`config.mk`:
```
export PLATFORM = sky130hd
export DESIGN_NAME = alu_ctrl_seq
export DESIGN_NICKNAME = d
export VERILOG_FILES = /design/src/rtl/alu_ctrl_seq.sv
export SDC_FILE = /design/constraint.sdc
export NUM_CORES = 1
export LEC_CHECK = 0
export ABC_AREA = 1
export BUFFER_PORTS_ARGS = -buffer_cell sky130_fd_sc_hd__buf_2
export CAP_MARGIN = 20
export CORE_ASPECT_RATIO = 0.8
export CORE_MARGIN = 3
export CORE_UTILIZATION = 52
export CTS_BUF_LIST = sky130_fd_sc_hd__clkbuf_8 sky130_fd_sc_hd__clkbuf_16
export CTS_CLUSTER_SIZE = 8
export DETAILED_ROUTE_END_ITERATION = 8
export GPL_TIMING_DRIVEN = 0
export PLACE_DENSITY = 0.75
export SLEW_MARGIN = 10
export SYNTH_ARGS = -nofsm -noshare
export SYNTH_HDL_FRONTEND = slang
export SYNTH_SLANG_ARGS = --single-unit
```
`constraint.sdc`:
```
create_clock -name clk -period 1.95 [get_ports clk]
set_input_delay 0.2925 -clock clk [delete_from_list [all_inputs] [get_ports clk]]
set_output_delay 0.2925 -clock clk [all_outputs]
set_load 0.02 [all_outputs]
```
`src/rtl/alu_ctrl_seq.sv`:
```
// alu_ctrl_seq: registered ALU control unit with valid/ready handshakes.
//
// Decodes {alu_src_op, funct} into an ALU op code. Multiply and divide are
// iterative: the block stays busy for MULT_CYCLES / DIV_CYCLES cycles and
// pulses alu_step once per iteration before it presents the result.
//
// Ports:
//   clk, rst_n            rising-edge clock, asynchronous active-low reset
//   flush                 synchronous abort of any held or in-flight operation
//   in_valid / in_ready   request handshake (in_ready is combinational)
//   alu_src_op, funct     decode inputs
//   out_valid / out_ready result handshake
//   alu_op, illegal       decoded op code; illegal marks an unknown R-type funct
//   busy, alu_step        iterative op in progress / per-iteration strobe
module alu_ctrl_seq #(
    parameter int OPW         = 4,
    parameter int FUNCTW      = 6,
    parameter int MULT_CYCLES = 4,
    parameter int DIV_CYCLES  = 8
) (
    input  logic              clk,
    input  logic              rst_n,
    input  logic              flush,
    input  logic              in_valid,
    output logic              in_ready,
    input  logic [1:0]        alu_src_op,
    input  logic [FUNCTW-1:0] funct,
    output logic              out_valid,
    input  logic              out_ready,
    output logic [OPW-1:0]    alu_op,
    output logic              illegal,
    output logic              busy,
    output logic              alu_step
);

    localparam int MAXC = (MULT_CYCLES > DIV_CYCLES) ? MULT_CYCLES : DIV_CYCLES;
    localparam int CW   = $clog2(MAXC + 1);

    localparam logic [3:0] OP_AND   = 4'b0000;
    localparam logic [3:0] OP_OR    = 4'b0001;
    localparam logic [3:0] OP_ADD   = 4'b0010;
    localparam logic [3:0] OP_SUB   = 4'b0011;
    localparam logic [3:0] OP_SLL   = 4'b0100;
    localparam logic [3:0] OP_SRL   = 4'b0101;
    localparam logic [3:0] OP_SLT   = 4'b0110;
    localparam logic [3:0] OP_PASSB = 4'b0111;
    localparam logic [3:0] OP_XOR   = 4'b1000;
    localparam logic [3:0] OP_NOR   = 4'b1001;
    localparam logic [3:0] OP_SRA   = 4'b1010;
    localparam logic [3:0] OP_MULT  = 4'b1011;
    localparam logic [3:0] OP_DIV   = 4'b1100;
    localparam logic [3:0] OP_NOP   = 4'b1111;

    typedef enum logic [1:0] {
        S_IDLE = 2'd0,
        S_HOLD = 2'd1,
        S_ITER = 2'd2
    } state_t;

    state_t        state;
    logic [CW-1:0] cnt;

    logic [3:0] dec_op;
    logic       dec_ill;
    logic       dec_mult;
    logic       dec_div;
    logic       funct_hi_zero;
    logic       accept;

    // Any funct bit above [5:0] being set makes an R-type request illegal.
    assign funct_hi_zero = ((funct >> 6) == '0);

    always_comb begin
        dec_op  = OP_NOP;
        dec_ill = 1'b0;
        unique case (alu_src_op)
            2'b01: dec_op = OP_PASSB;
            2'b10: dec_op = OP_ADD;
            2'b11: dec_op = OP_SUB;
            default: begin
                case (funct[5:0])
                    6'b100000, 6'b100001: dec_op = OP_ADD;
                    6'b100010, 6'b100011: dec_op = OP_SUB;
                    6'b100100:            dec_op = OP_AND;
                    6'b100101:            dec_op = OP_OR;
                    6'b100110:            dec_op = OP_XOR;
                    6'b100111:            dec_op = OP_NOR;
                    6'b101010:            dec_op = OP_SLT;
                    6'b000000:            dec_op = OP_SLL;
                    6'b000010:            dec_op = OP_SRL;
                    6'b000011:            dec_op = OP_SRA;
                    6'b011000, 6'b011001: dec_op = OP_MULT;
                    6'b011010, 6'b011011: dec_op = OP_DIV;
                    default:              dec_ill = 1'b1;
                endcase
                if (!funct_hi_zero) begin
                    dec_ill = 1'b1;
                end
                if (dec_ill) begin
                    dec_op = OP_NOP;
                end
            end
        endcase
    end

    assign dec_mult = (dec_op == OP_MULT);
    assign dec_div  = (dec_op == OP_DIV);

    assign in_ready = !flush && ((state == S_IDLE) || ((state == S_HOLD) && out_ready));
    assign accept   = in_valid && in_ready;

    always_ff @(posedge clk or negedge rst_n) begin
        if (!rst_n) begin
            state     <= S_IDLE;
            cnt       <= '0;
            alu_op    <= '0;
            illegal   <= 1'b0;
            out_valid <= 1'b0;
            busy      <= 1'b0;
            alu_step  <= 1'b0;
        end else if (flush) begin
            state     <= S_IDLE;
            cnt       <= '0;
            illegal   <= 1'b0;
            out_valid <= 1'b0;
            busy      <= 1'b0;
            alu_step  <= 1'b0;
        end else if (accept) begin
            alu_op <= OPW'(dec_op);
            if (dec_mult || dec_div) begin
                // Counter holds iterations remaining after the current one.
                state     <= S_ITER;
                cnt       <= dec_mult ? CW'(MULT_CYCLES - 1) : CW'(DIV_CYCLES - 1);
                illegal   <= 1'b0;
                out_valid <= 1'b0;
                busy      <= 1'b1;
                alu_step  <= 1'b1;
            end else begin
                state     <= S_HOLD;
                illegal   <= dec_ill;
                out_valid <= 1'b1;
            end
        end else begin
            case (state)
                S_ITER: begin
                    if (cnt == '0) begin
                        state     <= S_HOLD;
                        out_valid <= 1'b1;
                        busy      <= 1'b0;
                        alu_step  <= 1'b0;
                    end else begin
                        cnt <= cnt - 1'b1;
                    end
                end
                S_HOLD: begin
                    if (out_ready) begin
                        state     <= S_IDLE;
                        out_valid <= 1'b0;
                        illegal   <= 1'b0;
                    end
                end
                default: begin
                    state <= S_IDLE;
                end
            endcase
        end
    end

endmodule

```
## Yosys cells after proc, flatten, opt, wreduce, memory -nomap -nowiden

Cells that the tools add are included.
W data, S select, Z words.

- Register bits: 13
- Logic and storage cells: 93
- Input bits: 13

- Equal/unequal tests: 26
- Muxes and demuxes: 33
- Reduce and logical (&&, ||, !) cells: 26
- Add/subtract/negate cells: 1
- Bitwise logic cells: 1

Operators by type and width:

| operator | number |
|---|---|
| $eq A6 B6 Y1 const B | 9 |
| $pmux W4 S12 | 1 |
| $eq A6 B5 Y1 const B | 4 |
| $mux W4 | 6 |
| $mux W1 | 17 |
| $reduce_or A16 Y1 | 1 |
| $eq A6 B2 Y1 const B | 2 |
| $pmux W4 S3 | 1 |
| $reduce_bool A3 Y1 | 4 |
| $mux W2 | 5 |
| $reduce_and A3 Y1 | 3 |
| $eq A4 B4 Y1 const B | 2 |
| $ne A4 B4 Y1 const B | 2 |
| $reduce_or A2 Y1 | 4 |
| $eq A2 B2 Y1 const B | 3 |
| $logic_not A6 Y1 | 1 |
| $reduce_and A2 Y1 | 3 |
| $eq A2 B1 Y1 const B | 2 |
| $logic_not A4 Y1 | 1 |
| $pmux W2 S2 | 1 |
| $reduce_bool A4 Y1 | 1 |
| $sub A4 B1 Y4 const B | 1 |
| $logic_and A1 B1 Y1 | 3 |
| $mux W3 | 1 |
| other kinds (8) | 9 |

## Depth between registers and ports, before layout

Gate-level depths: netlist (run 1).

- Depth after elaboration: 11
- Gate-level depth with buffers: 14
- Mapped depth without buffers: 14

## Worst setup path after synthesis (run 1)

No wires, ideal clock.

- Kind: register -> register
- Start: register state[1]
- End: register cnt[2]
- Arrival: 1.810 ns
- Period minus slack after synthesis: 1.927 ns
- Data required time: 1.833 ns
- Setup slack: 0.023 ns
- Cell stages (with the launch flop): 12
- Cells stage by stage: dfrtp_1 -> inv_1 -> ha_1 -> nand2_1 -> a21oi_1 -> nand2_1 -> inv_1 -> nor2_1 -> nand2_1 -> nand2_4 -> nand2_1 -> nand2_1

- Longest elaborated chain between the ends: 7
- Elaborated cells on any way between the ends: 13
- Classes of those cells: eq/ne (4); mux (2); reduce/logical (7)

RTL lines:

| item | RTL line | source |
|---|---|---|
| start, declared | 60 | `state_t state;` |
| start signal, assigned | 114 | `state <= S_IDLE;` |
| start signal, assigned | 122 | `state <= S_IDLE;` |
| start signal, assigned | 132 | `state <= S_ITER;` |
| $eq A2 B1 Y1 | 109 | `assign in_ready = !flush && ((state == S_IDLE) \|\| ((state == S_HOLD) && out_ready));` |
| $logic_and A1 B1 Y1 | 109 |  |
| $logic_or A1 B1 Y1 (*) | 109 |  |
| $logic_and A1 B1 Y1 (*) | 109 |  |
| via in_ready | 25 | `output logic in_ready,` |
| $logic_and A1 B1 Y1 (*) | 110 | `assign accept = in_valid && in_ready;` |
| $ne A3 B2 Y1 (no line) (tied with other cells) | n/a |  |
| $reduce_and A3 Y1 (no line) or $mux W4 (tied branches) | n/a |  |
| end signal, assigned | 133 | `cnt <= dec_mult ? CW'(MULT_CYCLES - 1) : CW'(DIV_CYCLES - 1);` |
| end signal, assigned | 152 | `cnt <= cnt - 1'b1;` |
| end, declared | 61 | `logic [CW-1:0] cnt;` |

The timed path passes the listed nets; every way through them passes the cells marked *.
A chain may end at the register's enable or synchronous reset.

## Final worst setup path (run 1)

- Start: register state[1]
- End: register illegal

- Longest elaborated chain between the ends: 7
- Elaborated cells on any way between the ends: 11
- Classes of those cells: eq/ne (1); mux (2); reduce/logical (8)

RTL lines:

| item | RTL line | source |
|---|---|---|
| $eq A2 B1 Y1 | 109, 144 |  |
| $logic_and A1 B1 Y1 | 109 |  |
| $logic_or A1 B1 Y1 | 109 |  |
| $logic_and A1 B1 Y1 | 109 |  |
| $logic_and A1 B1 Y1 | 110 |  |
| $reduce_bool A3 Y1 (no line) or $mux W1 (tied branches) | n/a |  |
| $reduce_and A2 Y1 (no line) or $mux W1 (tied branches) | n/a |  |
| end signal, assigned | 140 | `illegal <= dec_ill;` |
| end, declared | 31 | `output logic illegal,` |

Several ways; a longest one is shown, not always the timed one.

==> summary.md, run 1 <==
| Metric | Value |
|---|---|
| Synth Register Bits | 13 |
| Syn Inst Count | 140 |
| Worst-Margin Slew | 0.389 ns |
| Global Route Usage Sum | 22.2% |
| Hold crit path type | input pin to flop |
| Wire per inst | 12.1 µm |
| Initial antenna violation count | 0 |
| Syn_area_per_cell | 6.96 µm² |
| Hold Crit Start | alu_src_op[0] |
| Pwr Density | 739 nW/µm² |
| Setup_tns | 0 ns |
| Vias in the first global route | 927 |
| Drt initial violations | 24 |
| Sink Count | 13 |
| Count of cell types in the netlist | 26 |
| Total power | 0.863 mW |
| Post-synthesis instance area | 975 µm² |
| Worst hold endpoint | illegal |
| Total setup buffers inserted after CTS | 0 |
| Clk pwr share | 27.6% |
| Total number of vias | 943 |
| Final nets | 185 |
| Minimum clock period | 1.73 ns |
| Crit path required time | 2.09 ns |
| Max-slew headroom | 74.1% |
| Worst-case clock buffer depth | 2 |
| Clock Latency Late Sink | 0.24 ns |
| Layout filler cell count | 162 |
| Int Power | 0.559 mW |
| Reg2Reg Capture Point | illegal |
| Antenna diodes | 0 |
| Synth-to-layout area growth | 19.8% |
| Crit. End Element | flop |
| Outcome | complete, no violations |
| Rows | 13 |
| 1st-pass router iterations | 4 |
| Crit Path Category | flop to flop |
| Post-Route WL | 2270 µm |
| Net Sw Frac | 35.3% |
| DRC Markers | 0 |
| Final GP Congestion | 0.928 |
| Sequential share of power | 40.1% |
| Die X | 54.4 µm |
| Clock Skew | 0.00363 ns |
| Total core area | 1690 µm² |
| Largest net degree at the start of global routing | 14 |
| Total die area | 2430 µm² |
| Post-DP HPWL | 1680 µm |
| RSZ-0062 raised after global routing | false |
| Crit-path max FO | 10 |
| Setup Viol. Count Final | 0 |
| Leakage power | 0.657 nW |
| H-tree depth | 1 |
| Number of synthesis warnings | 0 |
| Vias per Instance | 5.02 |
| Period utilization | 88.5% |
| Register-to-Register Setup Slack | 0.22 ns |
| Register area share after synthesis | 33.4% |
| Antenna Violating Nets Remaining | 0 |
| Global-route wire length before repair | 3920 µm |
| Syn nets | 158 |
| GRT overflow | 0 |
| Net Switching | 0.304 mW |
| I/O pins | 22 |
| Num CTS Buffers | 3 |
| Clk slew on worst S/H paths | 0.06 ns |
| Initial Util | 57.6% |
| Critical path arrival | 1.86 ns |
| Final Hold Viols | 0 |
| Crit path launch type | flop |
| Max Cap Violations | 0 |
| Gate power share | 32.2% |
| TritonCTS clock tree | built |
| CTS Root Buffer Type | clkbuf_8 |
| FF-to-FF path depth | 7 |
| Fmax | 579 MHz |
| Chip Height | 44.7 µm |
| Hold Path Cell Cnt | 2 |
| Origin of the critical flop-to-flop path | state[1] |
| Slew Viols, Final | 0 |
| Worst vdd ir | 571 µV |
| Share of cells above drive strength 1 | 24.7% |
| Port buffer count | 21 |
## cells by family after synthesis
kind of cell | share of synthesized area [%]
AND/OR/NAND/NOR | 41.6
buffers and inverters | 8.09
AO/OA/AOI/OAI | 8.73
flip-flops | 33.4
adder cells (fa/ha/maj) | 6.42
XOR/XNOR | 1.80
## worst max-delay path, stage by stage, from the launching register on
cell      delay [ns]
dfrtp_1         0.39
inv_1           0.09
ha_1            0.19
nand2_1         0.08
a21oi_1         0.18
nand2_1         0.11
clkbuf_1        0.23
o41ai_1         0.34
## power by group through the flow
| stage | clock, mW | sequential [mW] | combinational [mW] |
|---|---|---|---|
| finish | 0.239 | 0.346 | 0.278 |
| global route | 0.254 | 0.353 | 0.315 |
| CTS | 0.244 | 0.346 | 0.278 |
| detailed placement | 0 | 0.349 | 0.266 |
| global placement | 0 | 0.349 | 0.259 |
| floorplan | 0 | 0.369 | 0.166 |
## cells in the final DEF, fill, tap and decap left out, drive strengths merged
| cell type | instances |
|---|---|
| clkbuf | 4 |
| a21boi | 1 |
| ha | 5 |
| xor2 | 1 |
| nand3 | 14 |
| buf | 22 |
| dfrtp | 13 |
| inv | 19 |
| nand3b | 2 |
| o41ai | 1 |
| dlygate4sd3 | 1 |
| o211ai | 1 |
| or2 | 1 |
| a21oi | 3 |
| o21ai | 7 |
| nor2 | 19 |
| xnor2 | 1 |
| nor3 | 1 |
| a22oi | 1 |
| nand2 | 49 |
## through the flow
step           utilization (%)  cells  hold slack [ns]  setup slack [ns]  cell area, µm²
2_1_floorplan                -    140         -0.00309            0.0226             975
3_5_place_dp              65.5    183            0.198            0.0366            1110
5_1_grt                   69.0    188            0.287            0.0366            1170
3_3_place_gp              65.5    183            0.194            0.0194            1110
4_1_cts                   68.7    188            0.270           0.00355            1160
6_report                  69.0    188            0.269             0.224            1170
## cells in the mapped netlist, drive strengths merged
| cell | n | area share [%] |
|---|---|---|
| nand2 | 49 | 20 |
| o21ai | 7 | 3.6 |
| a22oi | 1 | 0.77 |
| nand3b | 2 | 1.9 |
| o211ai | 1 | 0.77 |
| nor3 | 1 | 0.51 |
| ha | 5 | 6.4 |
| or2 | 1 | 0.64 |
| nand3 | 14 | 9.5 |
| inv | 18 | 6.9 |
| xnor2 | 1 | 0.90 |
| buf | 1 | 0.77 |
| a21boi | 1 | 1.2 |
| xor2 | 1 | 0.90 |
| clkbuf | 1 | 0.38 |
| dfrtp | 13 | 33 |
| a21oi | 3 | 1.5 |
| o41ai | 1 | 0.90 |
| nor2 | 19 | 8.9 |
## worst max path at each step
stage / startpoint / end / slack [ns] / cells after the start
after detailed placement: state[1] / cnt[1] / 0.04 / 10
after CTS: state[1] / cnt[3] / 0.004 / 10
after floorplan: state[1] / cnt[2] / 0.02 / 11
after global routing: state[1] / cnt[3] / 0.04 / 11
after global placement: state[1] / cnt[1] / 0.02 / 10
final: state[1] / illegal / 0.22 / 7
## registers in the layout, indices dropped and copies added (netlist names)
| name | count |
|---|---|
| state | 2 |
| alu_op | 4 |
| cnt | 4 |
| out_valid | 1 |
| illegal | 1 |
| alu_step | 1 |
## timing repair
item	4_1_cts	5_1_grt
hold buffers	1	0
endpoints found under the hold margin	13	0
resized for setup	0	3
endpoints found under the setup margin	0	4
## area by class of cell
type                    instances  area (µm²)  share of cell area, %
inverters                      18        67.6                   5.79
well taps                      22        27.5                   2.36
repair buffers                 22         115                   9.86
clock inverters                 1        3.75                  0.322
flip-flops and latches         13         325                   27.9
multi-input cells             107         576                   49.3
clock buffers                   3        41.3                   3.54
plain buffers                   2        11.3                  0.965
## routing by layer
| layer | vias up | global-route usage, % | share of wire [%] |
|---|---|---|---|
| met5 | - | 0 | 0 |
| met4 | 0 | 8.96 | 1.5 |
| met3 | 4 | 3.30 | 5.5 |
| met2 | 28 | 35.3 | 45 |
| met1 | 421 | 30.3 | 48 |
| li1 | 490 | - | - |
Power figures use the tool's default switching activity.
==> run 2: changes to the inputs <==
CORE_UTILIZATION = 50   (was 52)
PLACE_DENSITY = 0.73   (was 0.75)
==> summary.md, run 2 (synthesized netlist as in run 1, its figures left out) <==
| Metric | Value |
|---|---|
| Max Cap Violations | 0 |
| Worst vdd ir | 543 µV |
| Final Non-Filler Cells | 188 |
| Vias per Instance | 5.15 |
| Hold crit path type | input pin to flop |
| Clock Latency Late Sink | 0.24 ns |
| Worst Setup SP | state[1] |
| I/O pins | 22 |
| Port buffer count | 21 |
| Crit Path Category | flop to flop |
| Commonest non-fill, non-tap cell in the layout | nand2_1 |
| Largest net degree at the start of global routing | 14 |
| Final Util | 67.6% |
| Sink Count | 13 |
| Total die area | 2520 µm² |
| Crit-path max FO | 6 |
| Wire per inst | 11.8 µm |
| TritonCTS clock tree | built |
| Minimum clock period | 1.82 ns |
| Total number of vias | 969 |
| Vias in the first global route | 871 |
| Outcome | complete, no violations |
| Antenna Violating Nets Remaining | 0 |
| Crit path launch type | flop |
| Leakage power | 0.657 nW |
| Fmax | 550 MHz |
| CP max stage delay | 0.40 ns |
| Critical path arrival | 1.94 ns |
| Final GP Congestion | 0.921 |
| Global-route wire length before repair | 3780 µm |
| Most used cell, CP | nand2_1 |
| Num CTS Buffers | 3 |
| Die X | 55.4 µm |
| Synth-to-layout area growth | 19.5% |
| Worst-Margin Slew | 0.372 ns |
| CTS Root Buffer Type | clkbuf_8 |
| Total core area | 1720 µm² |
| Hold Path Cell Cnt | 2 |
| Total power | 0.848 mW |
| Global Route Usage Sum | 19.1% |
| Pwr Density | 728 nW/µm² |
| Design area | 1160 µm² |
| RSZ-0062 raised after global routing | false |
| 1st-pass router iterations | 5 |
| Dpl cell area | 1110 µm² |
| Placed Cells | 183 |
| Worst-case clock buffer depth | 2 |
| Initial antenna violation count | 0 |
| H-tree depth | 1 |
| Period utilization | 93.3% |
| Post-Route WL | 2210 µm |
| Pre-CTS setup slack | -0.00101 ns |
| Crit. End Element | flop |
| Clock Skew | 0.00385 ns |
| Max-slew headroom | 75.2% |
| Final Hold Viols | 0 |
| Clk slew on worst S/H paths | 0.06 ns |
| Most frequent cells in the layout | 46 x nand2_1, 21 x buf_2, 18 x inv_1 |
| Post-DP HPWL | 1830 µm |
| Total setup buffers inserted after CTS | 0 |
| Crit path required time | 2.08 ns |
| Initial Util | 56.5% |
| Final nets | 185 |
| Share of cells above drive strength 1 | 24.1% |
| Top flop regs | alu_op (4), cnt (4), state (2) |
| Worst path slowest cell | dfrtp_1 |
| Slew Viols, Final | 0 |
| Hold Crit Start | alu_src_op[1] |
| Drt initial violations | 19 |
| Origin of the critical flop-to-flop path | state[1] |
| GRT overflow | 0 |
| Antenna diodes | 0 |
| FF-to-FF path depth | 11 |
| Chip Height | 45.5 µm |
| Critical path, cell by cell | inv_1 -> ha_1 -> nand2_1 -> a21oi_1 -> nand2_1 -> inv_2 -> nor2_2 -> nand2_1 -> nand2_4 -> nand2_1 -> nand2_1 |
| DRC Markers | 0 |
| Rows | 13 |
| Final setup margin | 0.131 ns |
| Setup Viol. Count Final | 0 |
## run 2: cell types whose count changed in the layout (fill, tap and decap cells not counted)
cell	delta
nand2_1	+1
nand2_2	-1
## run 2: critical path: cells and delay by family (launching register included)
family                   cells  cell delay, ns
AO/OA/AOI/OAI                1            0.20
adder cells (fa/ha/maj)      1            0.19
buffers and inverters        2            0.22
flip-flops                   1            0.40
AND/OR/NAND/NOR              7            0.69
## run 2: report_power, final
| group | total, mW | leakage [nW] | switching [mW] | internal, mW |
|---|---|---|---|---|
| Combinational | 0.270 | 0.463 | 0.166 | 0.104 |
| Clock | 0.231 | 0.0269 | 0.0921 | 0.139 |
| Sequential | 0.347 | 0.167 | 0.0343 | 0.313 |
## run 2: layout make-up
type                    instances  area (µm²)
flip-flops and latches         13         325
multi-input cells             107         573
plain buffers                   2        11.3
clock buffers                   3        41.3
inverters                      18        67.6
clock inverters                 1        3.75
fillers                       174         559
well taps                      22        27.5
repair buffers                 22         115
## run 2: routing by layer
metal,track usage [%],up-vias,share of wire [%]
met5,0,-,0
met4,6.31,0,0.50
met3,3.68,2,5.6
met2,30.9,28,44
met1,26.1,442,49
li1,-,497,-
## run 2: path summary, 6_finish.rpt
check                      slack [ns]   endpoint
max                              0.13     cnt[3]
min                              0.28    illegal
max reg2reg                      0.13     cnt[3]
min reg2reg                      0.48  alu_op[1]
max in group asynchronous        1.25  alu_op[0]
min in group asynchronous        0.47   alu_step
## run 2: stage by stage
stage | TNS (ns) | hold WS [ns]
after floorplan | 0 | -0.00309
after global placement | 0 | 0.192
after detailed placement | -0.00101 | 0.194
after CTS | 0 | 0.279
after global routing | 0 | 0.298
final | 0 | 0.280
## run 2: repair_timing
item / in CTS / in global routing
endpoints found under the setup margin: 4 / 4
gates resized for setup: 1 / 1
gates cloned: 0 / 0
hold endpoints to repair: 13 / 0
hold buffers: 1 / 0
